==> config.mk <==
export PLATFORM = sky130hd
export DESIGN_NAME = pc_ras_unit
export DESIGN_NICKNAME = d
export VERILOG_FILES = /design/src/rtl/pc_ras_unit.sv
export SDC_FILE = /design/constraint.sdc
export NUM_CORES = 1
export LEC_CHECK = 0
export ABC_AREA = 1
export CORE_MARGIN = 2
export CORE_UTILIZATION = 25
export DETAILED_ROUTE_END_ITERATION = 12
export SLEW_MARGIN = 15
export SYNTH_ARGS = -nofsm -noshare
export SYNTH_HDL_FRONTEND = slang
export SYNTH_SLANG_ARGS = --single-unit
==> constraint.sdc <==
create_clock -name clk -period 3.8 [get_ports clk]
set_input_delay 0.57 -clock clk [delete_from_list [all_inputs] [get_ports clk]]
set_output_delay 0.57 -clock clk [all_outputs]
set_load 0.02 [all_outputs]
==> src/rtl/pc_ras_unit.sv <==
// pc_ras_unit: fetch program counter with a circular return-address stack
module pc_ras_unit #(
  parameter int               WIDTH        = 32,
  parameter int               INC          = 4,
  parameter logic [WIDTH-1:0] RESET_VECTOR = '0,
  parameter int               RAS_DEPTH    = 4
) (
  input  logic             clk,
  input  logic             reset,
  input  logic             enable,
  input  logic [2:0]       pcMode,
  input  logic [WIDTH-1:0] pcIn,
  input  logic [WIDTH-1:0] literal,
  input  logic             clrFlags,
  output logic [WIDTH-1:0] pcOutput,
  output logic [WIDTH-1:0] pcSeq,
  output logic             rasEmpty,
  output logic             rasFull,
  output logic             rasOverflow,
  output logic             rasUnderflow
);
  localparam int PW = $clog2(RAS_DEPTH);
  localparam int CW = $clog2(RAS_DEPTH + 1);
  localparam logic [CW-1:0] FULL = CW'(RAS_DEPTH);
  logic [WIDTH-1:0] pc_q, pc_d;
  logic [PW-1:0]    ptr_q, ptr_d, top;
  logic [CW-1:0]    cnt_q, cnt_d;
  logic             ovf_q, ovf_d, udf_q, udf_d;
  logic [WIDTH-1:0] stack_q [RAS_DEPTH];
  logic             push, pop;
  assign pcOutput     = pc_q;
  assign pcSeq        = pc_q + WIDTH'(INC);
  assign rasEmpty     = cnt_q == '0;
  assign rasFull      = cnt_q == FULL;
  assign rasOverflow  = ovf_q;
  assign rasUnderflow = udf_q;
  assign top          = ptr_q - PW'(1);
  // next-state selection: ptr_q is the next free slot, so the newest entry sits at ptr_q-1
  always_comb begin
    push  = enable && (pcMode == 3'd3 || pcMode == 3'd4);
    pop   = enable && pcMode == 3'd5;
    pc_d  = !enable ? pc_q :
            (pcMode == 3'd1 || pcMode == 3'd3) ? pc_q + literal :
            (pcMode == 3'd2 || pcMode == 3'd4) ? pcIn :
            pop ? (rasEmpty ? pcIn : stack_q[top]) : pcSeq;
    ptr_d = push ? ptr_q + PW'(1) : (pop && !rasEmpty) ? top : ptr_q;
    cnt_d = push ? (rasFull ? cnt_q : cnt_q + CW'(1)) :
            (pop && !rasEmpty) ? cnt_q - CW'(1) : cnt_q;
    ovf_d = (push && rasFull) || (ovf_q && !clrFlags);
    udf_d = (pop && rasEmpty) || (udf_q && !clrFlags);
  end
  // PC, pointer, count and sticky flags with asynchronous active-low reset
  always_ff @(posedge clk or negedge reset) begin
    if (!reset) begin
      pc_q  <= RESET_VECTOR;
      ptr_q <= '0;
      cnt_q <= '0;
      ovf_q <= 1'b0;
      udf_q <= 1'b0;
    end else begin
      pc_q  <= pc_d;
      ptr_q <= ptr_d;
      cnt_q <= cnt_d;
      ovf_q <= ovf_d;
      udf_q <= udf_d;
    end
  end
  // stack entries need no reset; when full the slot at ptr_q holds the oldest link
  always_ff @(posedge clk) begin
    if (push) stack_q[ptr_q] <= pcSeq;
  end
endmodule
# Word level (Yosys, flattened, before mapping)
# Memory sizes are Yosys's and may differ from the RTL's.
# Cells that the tools add are included.
# classes
addsub	6
multipliers	0
div	0
n_lt_le_gt_ge	0
eq_ne	7
shifts	0
n_mux	11
n_bitwise	0
n_reduce_logical	17
# op_table
op	count
$mux 32	4
$add 32x3->32 const B	1
$add 32x32->32	1
$eq 3x3->1 const B	3
$mux 3	3
$logic_and 1x1->1	7
$eq 3x2->1 const B	2
$logic_or 1x1->1	5
$mux 2	2
$add 3x1->3 const B	1
$eq 3x1->1 const B	1
$logic_not 3->1	1
$sub 3x1->3 const B	1
$add 2x1->2 const B	1
$logic_not 1->1	2
$mux 1	2
$ne 2x2->1 const B	1
$reduce_and 2->1	1
$reduce_bool 2->1	1
$sub 2x1->2 const B	1
# word_totals
ff_bits	39
latch_bits	0
ram_bits	128
romBits	0
in_bits	71
output_inout_bits	68
elab_cells	47
n_memories	1
# mem_list
name	words	word_bits	rd	rd_clocked_by_memory_dff	wr	line_no	text
stack_q	4	32	1	0	1	29	logic [WIDTH-1:0] stack_q [RAS_DEPTH];

# Logic depth before layout (Yosys ltp)
# An unclocked memory read counts as a cell.
# depth
ltp_word	6
ltp_mapped	15
ltp_nobuf	14

# Worst setup path before layout
# No wires, ideal clock.
# synth_path
path_type	reg2reg
from	register ptr_q[0]
to	memory stack_q[0][0], enable pin
setup_time_ns	0.421
t_arrival_ns	2.506
t_required_ns	3.379
path_slack_ns	0.872
stages_incl_launch_ff	7
n_path_buf	2
synth_period_minus_slack_ns	2.928
cell_sequence	dfrtp_1 inv_1 buf_2 buf_1 ha_1 inv_1 nor2_1
# synth_lines
element	line_no	text
start: declaration	26	logic [PW-1:0] ptr_q, ptr_d, top;
start signal: assignment	62	ptr_q <= ptr_d;
end: declaration	29	
# No word-level cell before the write port.

# Worst setup path in the final report
# layout_path
from	register pc_q[11], in the netlist pcOutput[11]
to	output port pcSeq[15]
# layout_via
elab_chain_cells	1
# layout_lines
element	line_no	text
start: declaration	25	logic [WIDTH-1:0] pc_q, pc_d;
start signal: assignment	61	pc_q <= pc_d;
$add 32x3->32	32	assign pcSeq = pc_q + WIDTH'(INC);
end: declaration	16	output logic [WIDTH-1:0] pcSeq,
# Every way passes these cells.

==> results.cfg <==
[synth]
synthTopCellsByArea = edfxtp_1, nand2_1, dfrtp_1, nand3_1, inv_1
synth-compound-area-share = 0.0735
synth_area_mm2 = 0.0104
async_flop_share = 0.234
synth.avg_cell_area_um2 = 7.73
ys_seq_elements = 167
yosys_warnings = 0
synth-simple-area-share = 0.311
synth_top_area_share = 0.371
synth_top_family_by_area = simple AND/OR/NAND/NOR gates
netlist_instances = 1342
synthAdderAreaFrac = 0.0473
yosysUniqueCellTypes = 43
yosysTopAreaCell = edfxtp_1
ys.flop_type = edfxtp_1
synth_xor_area_frac = 0.0244
synth-seq-area-share = 0.465
synthesis.nets = 1451
synthMuxAreaShare = 0.00326
synth-edff-count = 128

[placement]
dp_slack_ns = 0.714
placedInstanceArea_mm2 = 0.0124
gp_congestion = 0.882
place_hpwl_um = 26500
portBuffers = 138

[detailed_routing]
wl_per_cell_um = 17.3
firstDrtPassIters = 5
vias_per_cell = 4.62
drtAntennaViolNets = 0
drc = 0
via_count = 9341
drt_iter0_drc = 739
wl_um = 35000

[layout]
mostFrequentLayoutCells = nand2_1, inv_1, nor2_1, clkdlybuf4s50_1, nand3_1
drive_gt1_frac = 0.0517
multi_input_area_mm2 = 0.00478
antenna_cells_inserted = 0
area_growth_pct = 24.6
n_fill_cell = 4332
fin_util = 0.316
fin_area_mm2 = 0.0129
seq_area_mm2 = 0.00482
num-nets-final = 1584
final_common_cell = nand2_1

[global_routing]
grt_usage = 0.163
grt_overflow_total = 0
grt_first_pass_wirelength_um = 54200
grt_pass1_vias = 9205
antenna_found_initial = 0
grt_max_degree = 68

[clock_tree]
clock_tree.buffer_depth = 2
hold_buffers = 0
htree_levels = 4
clk_pin_slew_ns = 0.07
clk_latency_ns = 0.43
cts_setup_buffers = 0
cts_buffers = 17
cts_tree = built
cts_resized = 0
clock_sinks = 167
cts_root_buffer = clkbuf_16

[setup_path]
cpMaxStageDelayCell = clkdlybuf4s50_1
crit_arrival_ns = 3.00
endpoint_kind = primary output
timing.rr.start = ptr_q[1]
path_cells = nand2_1 -> nor2_1 -> nand4_1 -> nor2_2 -> xor2_1 -> clkdlybuf4s50_1
reg2reg_to = pcOutput[6]
critPathMaxFanout = 7
cpPeakStageDelay_ns = 0.75
rrSetupSlack_ns = 1.40
critPathKind = flip-flop to primary output
crit_start = pcOutput[11]
start_kind = flip-flop
rr_worst_depth = 10
cp.required_ns = 3.23

[power]
pwr-share-comb = 0.480
max-vdd-ir-drop_mv = 0.423
p_sw_mw = 3.56
clkPwrFrac = 0.205
share_seq_of_total_power = 0.315
p_int_mw = 4.62
powerDensity_mw_per_mm2 = 633
swShare = 0.435
p_leak_nw = 5.52

[sta]
min_period_over_period = 0.938
setup_tns_ns = 0
worst_slack_ns = 0.235
maxSlewHeadroom = 0.512
finClkSkew_ns = 0.00817
fin_crit_ns = 3.57
finalHoldViolCount = 0
rsz0062_at_grt = false
clock.fmax_mhz = 280
slew_viol_final = 0
setup_viol = 0
worst_pin_slew_ns = 0.732

[floorplanning]
die_w_um = 208
start_util = 0.253
core_mm2 = 0.0409
die_h_um = 208
num_rows = 74
ios = 139
die_area_mm2 = 0.0431

[run]
drv_cap = 0

[worst_hold_path]
worstHoldPathType = input pin to asynchronous set/reset pin

[outcome]
run_status = completed
[cell usage after synthesis (3+ instances only)]
library cell  count
nor2_4            6
mux2_2            3
o21ai_0          41
xor2_1           22
nand3_1         131
o21bai_1          3
clkbuf_1         27
and2_1            6
dfrtp_1          39
nand2_1         441
xnor2_1           5
buf_2             7
ha_1             36
or2_2             3
inv_1           155
a21oi_1          62
a31oi_1           3
a22oi_1           4
o22ai_1          19
buf_4             4
edfxtp_1        128
nor3_1            9
inv_2             4
nand3b_1         11
nor2_2            3
nor2_1          141
nand4_1          11
[registers in the layout, summed over array words and instances, names as in the netlist]
register	count
pcOutput	32
ptr_q	2
rasUnderflow	1
cnt_q	3
rasOverflow	1
stack_q	128
[power by group through the flow]
stage          Clock (mW)  Combinational, mW  Sequential [mW]
2_1_floorplan           0               2.44             2.62
3_3_place_gp            0               3.91             2.60
3_5_place_dp            0               3.94             2.61
4_1_cts              1.69               3.96             2.58
5_1_grt              1.76               4.39             2.60
6_report             1.67               3.93             2.57
[routing by layer]
layer	track usage	vias to the layer above	wire [um]
met5	0	-	0
met1	0.216	4378	15800
met3	0.0230	51	1630
met4	0.0533	0	870
met2	0.273	256	16700
li1	-	4656	-
[how the worst max path moves through the flow]
stage / endpoint / cells past startpoint
2_1_floorplan: stack_q[0][0] / 6
3_3_place_gp: pcSeq[15] / 6
3_5_place_dp: pcSeq[15] / 6
4_1_cts: pcSeq[15] / 6
5_1_grt: pcSeq[15] / 6
6_report: pcSeq[15] / 6
[per-stage QoR]
step,std cells,hold slack (ns),total power [mW]
finish,2020,0.227,8.17
global route,2020,0.275,8.76
CTS,2020,0.239,8.23
detailed placement,1988,0.528,6.56
global placement,1988,0.520,6.52
floorplan,1342,0.274,5.06
[critical path, delay by kind of cell, from the launching register on]
kind	cells	cell delay, ns
buf+inv	1	0.75
xor+xnor	1	0.49
flops	1	0.53
simple gates	4	0.78
[cells by family (layout without fill, tap and decap cells)]
family | Yosys count | after routing
and+or+nand+nor | 767 | 767
buffers and inverters | 200 | 346
DFF | 167 | 167
AOI/OAI and AO/OA | 139 | 139
adders and majority gates | 38 | 38
xor gates and xnor gates | 28 | 28
muxes | 3 | 3
[final cells by class]
class / count / share of cell area
Clock buffer: 18 / 0.0332
Clock inverter: 14 / 0.0103
Inverter: 160 / 0.0465
Multi-Input combinational cell: 975 / 0.370
Sequential cell: 167 / 0.373
Tap cell: 532 / 0.0515
Timing Repair Buffer: 154 / 0.115
No activity file was read; power rests on OpenSTA's default activity.
